`src/rtl/uart_setpoint_pkg.sv`:
```
// rtl/uart_setpoint_pkg.sv - shared ASCII constants, parser state and axis types for the setpoint receiver.
package uart_setpoint_pkg;

  localparam logic [7:0] ASCII_D_LO  = 8'h64;
  localparam logic [7:0] ASCII_D_UP  = 8'h44;
  localparam logic [7:0] ASCII_Q_LO  = 8'h71;
  localparam logic [7:0] ASCII_Q_UP  = 8'h51;
  localparam logic [7:0] ASCII_PLUS  = 8'h2B;
  localparam logic [7:0] ASCII_MINUS = 8'h2D;
  localparam logic [7:0] ASCII_0     = 8'h30;
  localparam logic [7:0] ASCII_9     = 8'h39;
  localparam logic [7:0] ASCII_CR    = 8'h0D;
  localparam logic [7:0] ASCII_LF    = 8'h0A;

  typedef enum logic [1:0] {IDLE, SIGN, DIGIT, COMMIT} parser_state_t;

  typedef enum logic {AXIS_D, AXIS_Q} axis_t;

  function automatic logic is_digit(input logic [7:0] b);
    return (b >= ASCII_0) && (b <= ASCII_9);
  endfunction

  function automatic logic is_term(input logic [7:0] b);
    return (b == ASCII_CR) || (b == ASCII_LF);
  endfunction

  function automatic logic is_sign(input logic [7:0] b);
    return (b == ASCII_PLUS) || (b == ASCII_MINUS);
  endfunction

  function automatic logic is_axis(input logic [7:0] b);
    return (b == ASCII_D_LO) || (b == ASCII_D_UP) || (b == ASCII_Q_LO) || (b == ASCII_Q_UP);
  endfunction

endpackage

```
`src/rtl/uart_rx_byte.sv`:
```
// rtl/uart_rx_byte.sv - 8-N-1 byte receiver with input synchronizer, glitch-rejecting start check and framing check.
module uart_rx_byte #(
  parameter logic [15:0] CLK_DIV = 16'd320
) (
  input  logic       clk,
  input  logic       rst,
  input  logic       rx,
  output logic       o_valid,
  output logic [7:0] o_data,
  output logic       o_ferr
);

  localparam logic [2:0] RX_IDLE  = 3'd0;
  localparam logic [2:0] RX_START = 3'd1;
  localparam logic [2:0] RX_DATA  = 3'd2;
  localparam logic [2:0] RX_STOP  = 3'd3;
  localparam logic [2:0] RX_WAIT  = 3'd4;

  localparam logic [15:0] HALF = CLK_DIV >> 1;

  logic        r_sync1;
  logic        r_sync2;
  logic        r_prev;
  logic [2:0]  r_state;
  logic [15:0] r_cnt;
  logic [2:0]  r_bit;
  logic [7:0]  r_shift;
  logic        r_valid;
  logic        r_ferr;

  logic w_tick_half;
  logic w_tick_full;

  assign w_tick_half = (r_cnt == HALF - 16'd1);
  assign w_tick_full = (r_cnt == CLK_DIV - 16'd1);

  always_ff @(posedge clk) begin
    if (rst) begin
      r_sync1 <= 1'b1;
      r_sync2 <= 1'b1;
      r_prev  <= 1'b1;
      r_state <= RX_IDLE;
      r_cnt   <= 16'd0;
      r_bit   <= 3'd0;
      r_shift <= 8'd0;
      r_valid <= 1'b0;
      r_ferr  <= 1'b0;
    end else begin
      r_sync1 <= rx;
      r_sync2 <= r_sync1;
      r_prev  <= r_sync2;
      r_valid <= 1'b0;
      r_ferr  <= 1'b0;
      case (r_state)
        RX_IDLE: begin
          r_cnt <= 16'd0;
          if (!r_sync2 && r_prev) r_state <= RX_START;
        end
        RX_START: begin
          // A start bit that is high again at mid-bit was only a glitch.
          if (w_tick_half) begin
            r_cnt   <= 16'd0;
            r_bit   <= 3'd0;
            r_state <= r_sync2 ? RX_IDLE : RX_DATA;
          end else begin
            r_cnt <= r_cnt + 16'd1;
          end
        end
        RX_DATA: begin
          if (w_tick_full) begin
            r_cnt   <= 16'd0;
            r_shift <= {r_sync2, r_shift[7:1]};
            r_bit   <= r_bit + 3'd1;
            if (r_bit == 3'd7) r_state <= RX_STOP;
          end else begin
            r_cnt <= r_cnt + 16'd1;
          end
        end
        RX_STOP: begin
          if (w_tick_full) begin
            r_cnt <= 16'd0;
            if (r_sync2) begin
              r_valid <= 1'b1;
              r_state <= RX_IDLE;
            end else begin
              r_ferr  <= 1'b1;
              r_state <= RX_WAIT;
            end
          end else begin
            r_cnt <= r_cnt + 16'd1;
          end
        end
        RX_WAIT: begin
          // Resynchronise only after a full bit time of continuous idle-high line.
          if (!r_sync2) begin
            r_cnt <= 16'd0;
          end else if (w_tick_full) begin
            r_cnt   <= 16'd0;
            r_state <= RX_IDLE;
          end else begin
            r_cnt <= r_cnt + 16'd1;
          end
        end
        default: r_state <= RX_IDLE;
      endcase
    end
  end

  assign o_valid = r_valid;
  assign o_data  = r_shift;
  assign o_ferr  = r_ferr;

endmodule

```
`src/rtl/uart_setpoint_rx.sv`:
```
// rtl/uart_setpoint_rx.sv - parses "<axis><sign>?<digits><term>" lines into clamped id/iq current setpoints.
module uart_setpoint_rx
  import uart_setpoint_pkg::*;
#(
  parameter logic [15:0] CLK_DIV = 16'd320,
  parameter logic [15:0] LIMIT   = 16'd1000
) (
  input  logic               clk,
  input  logic               rst,
  input  logic               uart_rx,
  output logic               o_en,
  output logic signed [15:0] o_id_aim,
  output logic signed [15:0] o_iq_aim,
  output logic               o_err
);

  logic       w_valid;
  logic [7:0] w_data;
  logic       w_ferr;

  uart_rx_byte #(
    .CLK_DIV(CLK_DIV)
  ) u_rx (
    .clk    (clk),
    .rst    (rst),
    .rx     (uart_rx),
    .o_valid(w_valid),
    .o_data (w_data),
    .o_ferr (w_ferr)
  );

  parser_state_t      r_state;
  axis_t              r_axis;
  logic               r_neg;
  logic [16:0]        r_acc;
  logic [2:0]         r_ndig;
  logic signed [15:0] r_id;
  logic signed [15:0] r_iq;
  logic               r_en;
  logic               r_err;

  logic [3:0]         w_digit;
  logic [16:0]        w_acc_next;
  logic [15:0]        w_mag;
  logic signed [15:0] w_value;

  assign w_digit    = w_data[3:0];
  assign w_acc_next = (r_acc << 3) + (r_acc << 1) + {13'd0, w_digit};

  always_comb begin
    w_mag = r_acc[15:0];
    if (r_acc > {1'b0, LIMIT}) w_mag = LIMIT;
    w_value = r_neg ? (16'd0 - w_mag) : w_mag;
  end

  always_ff @(posedge clk) begin
    if (rst) begin
      r_state <= IDLE;
      r_axis  <= AXIS_D;
      r_neg   <= 1'b0;
      r_acc   <= 17'd0;
      r_ndig  <= 3'd0;
      r_id    <= 16'sd0;
      r_iq    <= 16'sd0;
      r_en    <= 1'b0;
      r_err   <= 1'b0;
    end else begin
      r_en  <= 1'b0;
      r_err <= 1'b0;
      case (r_state)
        IDLE: begin
          if (w_ferr) begin
            r_err <= 1'b1;
          end else if (w_valid && is_axis(w_data)) begin
            r_state <= SIGN;
            r_axis  <= ((w_data == ASCII_D_LO) || (w_data == ASCII_D_UP)) ? AXIS_D : AXIS_Q;
            r_acc   <= 17'd0;
            r_neg   <= 1'b0;
            r_ndig  <= 3'd0;
          end
        end
        SIGN: begin
          if (w_ferr) begin
            r_err   <= 1'b1;
            r_state <= IDLE;
          end else if (w_valid) begin
            if (is_sign(w_data)) begin
              r_neg   <= (w_data == ASCII_MINUS);
              r_state <= DIGIT;
            end else if (is_digit(w_data)) begin
              r_acc   <= {13'd0, w_digit};
              r_ndig  <= 3'd1;
              r_state <= DIGIT;
            end else begin
              r_err   <= 1'b1;
              r_state <= IDLE;
            end
          end
        end
        DIGIT: begin
          if (w_ferr) begin
            r_err   <= 1'b1;
            r_state <= IDLE;
          end else if (w_valid) begin
            if (is_digit(w_data) && (r_ndig != 3'd5)) begin
              r_acc  <= w_acc_next;
              r_ndig <= r_ndig + 3'd1;
            end else if (is_term(w_data) && (r_ndig != 3'd0)) begin
              r_state <= COMMIT;
            end else begin
              r_err   <= 1'b1;
              r_state <= IDLE;
            end
          end
        end
        COMMIT: begin
          // A framing error cannot land here: the next frame is still a bit-time away.
          if (r_axis == AXIS_D) r_id <= w_value;
          else                  r_iq <= w_value;
          r_en    <= 1'b1;
          r_state <= IDLE;
        end
        default: r_state <= IDLE;
      endcase
    end
  end

  assign o_en     = r_en;
  assign o_err    = r_err;
  assign o_id_aim = r_id;
  assign o_iq_aim = r_iq;

endmodule

```
`config.mk`:
```
export PLATFORM = sky130hd
export DESIGN_NAME = uart_setpoint_rx
export DESIGN_NICKNAME = d
export VERILOG_FILES = /design/src/rtl/uart_setpoint_pkg.sv /design/src/rtl/uart_rx_byte.sv /design/src/rtl/uart_setpoint_rx.sv
export SDC_FILE = /design/constraint.sdc
export NUM_CORES = 1
export LEC_CHECK = 0
export CAP_MARGIN = 20
export CORE_MARGIN = 2
export CORE_UTILIZATION = 40
export CTS_CLUSTER_SIZE = 10
export DETAILED_ROUTE_END_ITERATION = 6
export GPL_TIMING_DRIVEN = 0
export SETUP_SLACK_MARGIN = 0.1
export SYNTH_ARGS = -nofsm -noshare
export SYNTH_HDL_FRONTEND = slang
export SYNTH_SLANG_ARGS = --single-unit
export TNS_END_PERCENT = 1
```
`constraint.sdc`:
```
create_clock -name clk -period 2.73 [get_ports clk]
set_input_delay 0.819 -clock clk [delete_from_list [all_inputs] [get_ports clk]]
set_output_delay 0.819 -clock clk [all_outputs]
set_load 0.03 [all_outputs]
```
# ---- Yosys cells after proc, flatten, opt, wreduce, memory -nomap -nowiden
# Index checks and enable logic that the tools add are counted.
dict set report totals {
  reg_bits 93
  inputBits 3
  out_inout_bits 34
  elab_cells 169
}
dict set report classes {
  add_sub_neg 6
  magnitude_cmp 3
  n_eq_ne 39
  muxes 70
  bitwise 4
  reduce_logical 29
}
# cell n
set op_table {}
lappend op_table {{$mux 17} 9}
lappend op_table {{$mux 16} 5}
lappend op_table {{$pmux 16 s4} 1}
lappend op_table {{$mux 3} 19}
lappend op_table {{$pmux 17 s3} 1}
lappend op_table {{$eq 8x7->1 const B} 4}
lappend op_table {{$mux 2} 11}
lappend op_table {{$mux 1} 18}
lappend op_table {{$ne 2x1->1 const B} 9}
lappend op_table {{$add 17x17->17} 1}
lappend op_table {{$add 17x4->17} 1}
lappend op_table {{$gt 17x10->1 const B} 1}
lappend op_table {{$add 16x1->16 const B} 1}
lappend op_table {{$eq 16x8->1 const B} 1}
lappend op_table {{$eq 16x9->1 const B} 1}
lappend op_table {{$eq 8x4->1 const B} 2}
lappend op_table {{$eq 8x6->1 const B} 2}
lappend op_table {{$ne 2x2->1 const B} 8}
lappend op_table {{$sub 1x16->16 const A} 1}
lappend op_table {{$pmux 3 s5} 1}
lappend op_table {{$reduce_and 10->1} 1}
lappend op_table {{$pmux 3 s3} 1}
lappend op_table {{$ge 8x6->1 const B} 1}
lappend op_table {{$le 8x6->1 const B} 1}
lappend op_table {{29 further kinds} 50}

# ---- Depth between registers and ports, before layout
# Gate-level depths: netlist (run 1).
dict set report logic_depth {
  depth_word 8
  ltp_mapped 12
  ltp_nobuf 11
}

# ---- Modules after synthesis
# From an unflattened synthesis (run 1), not the netlist that was laid out.
dict set report hier_totals {
  hier_cells 638
  area_unflattened_um2 5383.9
}
# mod n_inst cells_per_inst area_each_um2 seq_area_each_um2
set modules_own_cells {}
lappend modules_own_cells {uart_setpoint_rx 1 445 3706.1 1161.1}
lappend modules_own_cells {uart_rx_byte 1 193 1677.9 700.7}

# ---- Least setup slack after synthesis (run 1)
# No wires, ideal clock.
dict set report synth_path {
  kind {register to register}
  start {register r_acc[0]}
  end {register r_acc[16]}
  setup_ns 0.096
  t_arrival_ns 2.659
  t_required_ns 2.634
  setup_slack_ns -0.024
  stages_incl_launch_ff 10
  path_buffers 0
  period_less_slack_ns 2.754
  cell_sequence {dfxtp_1 inv_1 fa_1 inv_1 fa_1 a211oi_1 o21ai_0 a21oi_1 nor3_1 o41ai_2}
}
dict set report synth_via {
  elab_chain_cells 6
}
# item line
set synth_lines {}
lappend synth_lines {{start: declaration} uart_setpoint_rx.sv:35} ;# logic [16:0] r_acc;
lappend synth_lines {{start signal: assignment} uart_setpoint_rx.sv:91} ;# r_acc <= {13'd0, w_digit};
lappend synth_lines {{start signal: assignment} uart_setpoint_rx.sv:106} ;# r_acc <= w_acc_next;
lappend synth_lines {{$add 17x17->17} uart_setpoint_rx.sv:48} ;# assign w_acc_next = (r_acc << 3) + (r_acc << 1) + {13'd0, w_digit};
lappend synth_lines {{$add 17x4->17} uart_setpoint_rx.sv:48}
lappend synth_lines {{$mux 17} uart_setpoint_rx.sv:105} ;# if (is_digit(w_data) && (r_ndig != 3'd5)) begin
lappend synth_lines {{$mux 17} uart_setpoint_rx.sv:104} ;# end else if (w_valid) begin
lappend synth_lines {{$mux 17} uart_setpoint_rx.sv:101} ;# if (w_ferr) begin
lappend synth_lines {{$pmux 17 s3} uart_setpoint_rx.sv:70} ;# case (r_state)
# Every way passes these cells. The select of a mux whose other input is x is not followed.
# A chain may end at the register's enable or synchronous reset.

# ---- Worst setup path after layout (run 1)
dict set report layout_path {
  start {register u_rx.r_shift[3], in the netlist u_rx.o_data[3]}
  end {register r_acc[12]}
}
dict set report layout_via {
  elab_chain_cells 7
  elab_cells_between_ends 25
  classes_between {1 x add/sub; 2 x order compare; 10 x eq/ne; 4 x mux; 8 x reduce/logical}
}
# item line
set layout_lines {}
lappend layout_lines {{start: declaration} uart_rx_byte.sv:27} ;# logic [7:0] r_shift;
lappend layout_lines {{start signal: assignment} uart_rx_byte.sv:72} ;# r_shift <= {r_sync2, r_shift[7:1]};
lappend layout_lines {{branches (longest 7 deep; another with $add 17x4->17)} --}
# Several ways; the timed one is not identified. The select of a mux whose other input is x is not followed.

==> impl_metrics.yaml, run 1 <==
placed_design:
  io_buffer_count: 35
  dp.final_hpwl_microns: 9900
  gp_congestion: 0.921
clock_network:
  cts_buffers: 9
  clock_sinks: 93
  cts_root_buf: "clkbuf_16"
  cts-hold-fix-buffers: 0
  htreeDepth: 3
  clkTransAtPathRegs_ns: 0.07
  clk_latency_ns: 0.35
  clockBufferDepth: 2
  cts_tree: "built"
route:
  via_per_inst: 5.54
  firstDrtPassIters: 5
  vias: 4862
  antenna_left: 0
  drc_errors: 0
  wirelength_microns: 13600
  wire_per_inst_microns: 15.5
  drt_iter0_markers: 287
setup_path:
  path_cells: "inv_4, fa_1, inv_2, fa_2, a211oi_2, o21ai_2, a41oi_1, xnor2_1, a22oi_1, nor2_1"
  start_kind: "flop"
  arrival_ns: 2.82
  cp_data_required_time_ns: 2.95
  critPathMaxStageDelay_ns: 0.56
  rrSetupSlack_ns: 0.13
  endpoint_kind: "flop"
  crit_type: "reg -> reg"
  critPathMaxFanout: 7
  critical-path-slowest-cell: "fa_1"
timing:
  max_freq_ghz: 0.384
  final.setup.tns_ns: 0
  grt_setup_unrepaired: "yes"
  hold_violations: 0
  fin_crit_sh_pct: 95.3
  final.min_clock_period_ns: 2.60
  drv_slew: 0
  max_slew_margin_pct: 53.4
  finalSetupViolCount: 0
  whs_ns: 0.414
  finClkSkew_ns: 0.00533
  worstMarginPinSlew_ns: 0.698
floorplanning:
  core-area_sq_mm: 0.0131
  start_util_pct: 40.7
  io_pins: 37
  dieArea_sq_mm: 0.0143
  rows: 42
  chipWidth_microns: 120
  dieHeight_microns: 120
flow_run:
  maxCapViolCount: 0
final_layout:
  antenna_cells: 0
  multi_input_area_sq_mm: 0.00335
  layout-drive-gt1-share_pct: 9.99
  syn_to_final_growth_pct: 19.5
  nNetsFinal: 741
  seqCellArea_sq_mm: 0.00188
  final_cell_mix: "dfxtp_1 (85), nor2_1 (72), nand2_1 (62)"
  layout_commonest_cell: "dfxtp_1"
  filler_cell_count: 1256
logic_synthesis:
  synth_nets: 690
  synth_cell_type_count: 69
  synth_edf_count: 0
  synthTopCellsByArea: "dfxtp_1 (35%), ha_1 (9.4%), a21oi_1 (5.7%), nor2_1 (5.1%), nand2_1 (4.4%)"
  yosys_warnings: 0
  syn_area_per_cell_sq_um: 8.29
  ys_seq_area_share_pct: 34.8
  yosysTopAreaCellShare_pct: 34.8
  synthArstFlopShare_pct: 0
  postSynthCellCount: 645
  yosys.area.top_type: "dfxtp_1"
  ys_ff_latch: 93
  syn_area_sq_mm: 0.00535
  synth-main-ff-cell: "dfxtp_1"
global_routing:
  grt_pass1_wl_microns: 22700
  gr-total-overflow: 0
  antenna_found_initial: 0
  grt_pass1_vias: 4644
  grt_use_total_pct: 19.7
  grt_max_degree: 17
hold_path:
  min_path_type: "reg -> reg"
run_status:
  outcome: "complete, no violations"
power:
  total_power_mw: 3.16
  ir_worst_vdd_mv: 0.332
  p_per_area_mw_per_mm2: 495
  leakage_nw: 2.44
==> state kept, by name (all words and copies together), names as in the netlist <==
name,count
o_en,1
u_rx.r_sync1,1
u_rx.r_bit,3
u_rx.r_cnt,16
r_axis,1
o_iq_aim,16
u_rx.o_valid,1
u_rx.r_prev,1
u_rx.o_data,8
r_acc,17
u_rx.r_state,3
o_err,1
r_neg,1
u_rx.r_sync2,1
r_ndig,3
u_rx.o_ferr,1
o_id_aim,16
r_state,2
==> through the flow <==
| stage | util (%) | std cells | worst slack (ns) | area [sq um] |
|---|---|---|---|---|
| 3_5_place_dp | 45.1 | 856 | -0.261 | 5920 |
| 4_1_cts | 48.0 | 873 | 0.0696 | 6310 |
| 2_1_floorplan | - | 645 | 0.103 | 5350 |
| 3_3_place_gp | 45.1 | 856 | -0.223 | 5920 |
| 6_report | 48.6 | 877 | 0.127 | 6390 |
| 5_1_grt | 48.6 | 877 | 0.00143 | 6390 |
==> power breakdown <==
group          internal, mW  switching [mW]
clock network         0.838           0.577
registers              1.37          0.0158
logic                 0.118           0.241
total                  2.33           0.833
==> routing by layer <==
metal	GRT usage (%)	vias to the layer above	share of wire, %
li1	-	2457	-
met1	25.1	2290	46
met2	33.3	98	48
met3	3.28	17	3.5
met4	7.65	0	1.8
met5	0	-	0
==> worst paths after layout <==
kind	startpoint	to	cells past startpoint
worst max-delay path	u_rx.o_data[3]$_SDFFE_PP0P_	r_acc[12]$_SDFFE_PP0P_	10
worst min-delay path	u_rx.r_sync1$_SDFF_PP1_	u_rx.r_sync2$_SDFF_PP1_	1
worst max register to register	u_rx.o_data[3]$_SDFFE_PP0P_	r_acc[12]$_SDFFE_PP0P_	10
worst min register to register	u_rx.r_sync1$_SDFF_PP1_	u_rx.r_sync2$_SDFF_PP1_	1
==> critical path, delay by kind of cell, from the launching register on <==
kind / cells / cell delay (ns)
compound gates: 4 / 0.83
flops: 1 / 0.41
simple gates: 1 / 0.05
xor+xnor: 1 / 0.10
fa+ha+maj: 2 / 0.98
buf+inv: 2 / 0.11
==> synthesized netlist by cell type, types with 7 or more instances <==
| cell | n |
|---|---|
| dfxtp_1 | 93 |
| nor2_1 | 72 |
| nand2_1 | 62 |
| a21oi_1 | 61 |
| ha_1 | 40 |
| nand3_1 | 25 |
| clkbuf_1 | 24 |
| a211oi_1 | 21 |
| mux2i_1 | 19 |
| inv_1 | 17 |
| o21ai_0 | 16 |
| nor3_1 | 13 |
| a31oi_1 | 12 |
| and3_1 | 11 |
| or3_1 | 10 |
| nand2b_1 | 9 |
| o21a_1 | 9 |
| xnor2_1 | 9 |
| nor2b_1 | 7 |
==> cells by family (layout without fill, tap and decap cells) <==
group | Yosys count | count (layout) | synth area share, %
flops | 93 | 93 | 34.8
fa+ha+maj | 42 | 42 | 10.1
simple gates | 259 | 259 | 24.7
xor+xnor | 13 | 13 | 2.13
compound gates | 168 | 168 | 20.8
mux | 19 | 19 | 3.56
buf+inv | 51 | 107 | 3.91
==> timing repair <==
item | CTS | global route
resized for setup | 12 | 25
endpoints found under the setup margin | 18 | 38
setup buffers | 1 | 4
gates cloned | 0 | 0
pin swaps | 3 | 11
endpoints found under the hold margin | 0 | 0
==> layout make-up <==
type | count | share of cell area, %
Multi-Input combinational cell | 501 | 52.4
Sequential cell | 93 | 29.4
Timing Repair Buffer | 40 | 6.07
Clock buffer | 10 | 3.74
Tap cell | 176 | 3.45
Buffer | 33 | 2.33
Clock inverter | 6 | 1.47
Inverter | 18 | 1.10
Power figures use the tool's default switching activity.
==> inputs of run 2 (changes only) <==
==> constraint.sdc (replaced) <==
create_clock -name clk -period 2.9 [get_ports clk]
set_input_delay 0.87 -clock clk [delete_from_list [all_inputs] [get_ports clk]]
set_output_delay 0.87 -clock clk [all_outputs]
set_load 0.03 [all_outputs]
==> impl_metrics.yaml, run 2 (synthesis gave the netlist of run 1 again) <==
placed_design:
  dp.final_hpwl_microns: 9890
  gp_congestion: 0.898
  io_buffer_count: 35
final_layout:
  largest_reg_flops: 17
  utilization_pct: 47.7
  antenna_cells: 0
  final_cell_mix: "dfxtp_1 (88), nor2_1 (72), nand2_1 (62)"
  top_register: "r_acc"
  layout-drive-gt1-share_pct: 7.60
  layout_commonest_cell: "dfxtp_1"
  filler_cell_count: 1280
  syn_to_final_growth_pct: 17.3
  nNetsFinal: 737
clock_network:
  clk_latency_ns: 0.35
  clkTransAtPathRegs_ns: 0.07
  cts_tree: "built"
  clockBufferDepth: 2
  cts-hold-fix-buffers: 0
  htreeDepth: 3
  clock_sinks: 93
  cts_root_buf: "clkbuf_16"
  cts_buffers: 9
route:
  antenna_left: 0
  drc_errors: 0
  wirelength_microns: 13400
  vias: 4834
  firstDrtPassIters: 4
  wire_per_inst_microns: 15.4
  drt_iter0_markers: 213
  via_per_inst: 5.54
timing:
  worstMarginPinSlew_ns: 0.726
  finClkSkew_ns: 0.0101
  fin_crit_sh_pct: 93.2
  finalSetupViolCount: 0
  grt_setup_unrepaired: "yes"
  hold_violations: 0
  max_freq_ghz: 0.370
  drv_slew: 0
  whs_ns: 0.417
  max_slew_margin_pct: 51.6
  final.setup.tns_ns: 0
  final.min_clock_period_ns: 2.70
setup_path:
  critPathMaxStageDelay_ns: 0.53
  critical-path-slowest-cell: "dfxtp_1"
  path_cells: "ha_1, ha_1, and2_1, a221oi_1, a21oi_1, o32ai_1, mux2i_1, nand2_1"
  endpoint_kind: "flop"
  start_kind: "flop"
  cp_data_required_time_ns: 3.15
  crit_type: "reg -> reg"
  critPathMaxFanout: 9
  crit_path_frequent_cell: "ha_1"
  arrival_ns: 2.95
power:
  total_power_mw: 2.79
  p_per_area_mw_per_mm2: 445
  ir_worst_vdd_mv: 0.271
  leakage_nw: 2.38
floorplanning:
  chipWidth_microns: 120
  start_util_pct: 40.7
  rows: 42
  core-area_sq_mm: 0.0131
  io_pins: 37
  dieHeight_microns: 120
  dieArea_sq_mm: 0.0143
global_routing:
  gr-total-overflow: 0
  antenna_found_initial: 0
  grt_use_total_pct: 19.7
  grt_max_degree: 16
  grt_pass1_vias: 4694
  grt_pass1_wl_microns: 22800
hold_path:
  min_path_type: "reg -> reg"
flow_run:
  maxCapViolCount: 0
run_status:
  outcome: "complete, no violations"
==> run 2: cell type report <==
class | count | area [sq um] | area share (%)
buffer | 33 | 144 | 2.29
clock buffer | 12 | 256 | 4.09
clock inverter | 4 | 30.0 | 0.479
inverter | 18 | 67.6 | 1.08
multi-input combinational | 501 | 3320 | 53.0
sequential | 93 | 1870 | 29.8
tap | 176 | 220 | 3.51
timing repair buffer | 36 | 358 | 5.71
==> run 2: final timing paths <==
kind                           startpoint                 endpoint  slack (ns)  cells past startpoint
hold / removal    u_rx.r_sync1$_SDFF_PP1_  u_rx.r_sync2$_SDFF_PP1_        0.42                      1
setup / recovery    r_acc[4]$_SDFFE_PP0P_   r_acc[15]$_SDFFE_PP0P_        0.20                      8
setup reg to reg    r_acc[4]$_SDFFE_PP0P_   r_acc[15]$_SDFFE_PP0P_        0.20                      8
hold reg to reg   u_rx.r_sync1$_SDFF_PP1_  u_rx.r_sync2$_SDFF_PP1_        0.42                      1
==> run 2: power by group <==
group	total, mW	internal [mW]	switching, mW	leakage, nW
Clock	1.16	0.634	0.522	0.140
Combinational	0.327	0.110	0.217	1.48
Sequential	1.31	1.29	0.0143	0.753
==> run 2: routing by layer <==
layer | track usage, % | vias to the layer above | wire length [microns]
li1 | - | 2457 | -
met1 | 25.3 | 2268 | 6310
met2 | 32.9 | 96 | 6460
met3 | 3.99 | 13 | 504
met4 | 6.54 | 0 | 170
met5 | 0 | - | 0
==> run 2: stage by stage <==
stage	setup slack [ns]	std cells	instance area (sq um)
after floorplan	0.146	645	5350
after global placement	-0.285	856	5920
after detailed placement	-0.313	856	5920
final	0.197	873	6270
after CTS	0.00652	872	6230
after global routing	0.0547	873	6270
==> run 2: critical path, delay by kind of cell (launching register included) <==
| family | cells | cell delay [ns] |
|---|---|---|
| AO/OA/AOI/OAI | 3 | 0.94 |
| AND/OR/NAND/NOR | 2 | 0.25 |
| flip-flops | 1 | 0.53 |
| adder cells (fa/ha/maj) | 2 | 0.65 |
| multiplexers | 1 | 0.23 |
==> run 2: repair_timing <==
| action | in CTS | in global routing |
|---|---|---|
| gates resized for setup | 8 | 13 |
| setup endpoints to repair | 12 | 14 |
| pin swaps | 1 | 3 |
| buffers inserted | 0 | 1 |
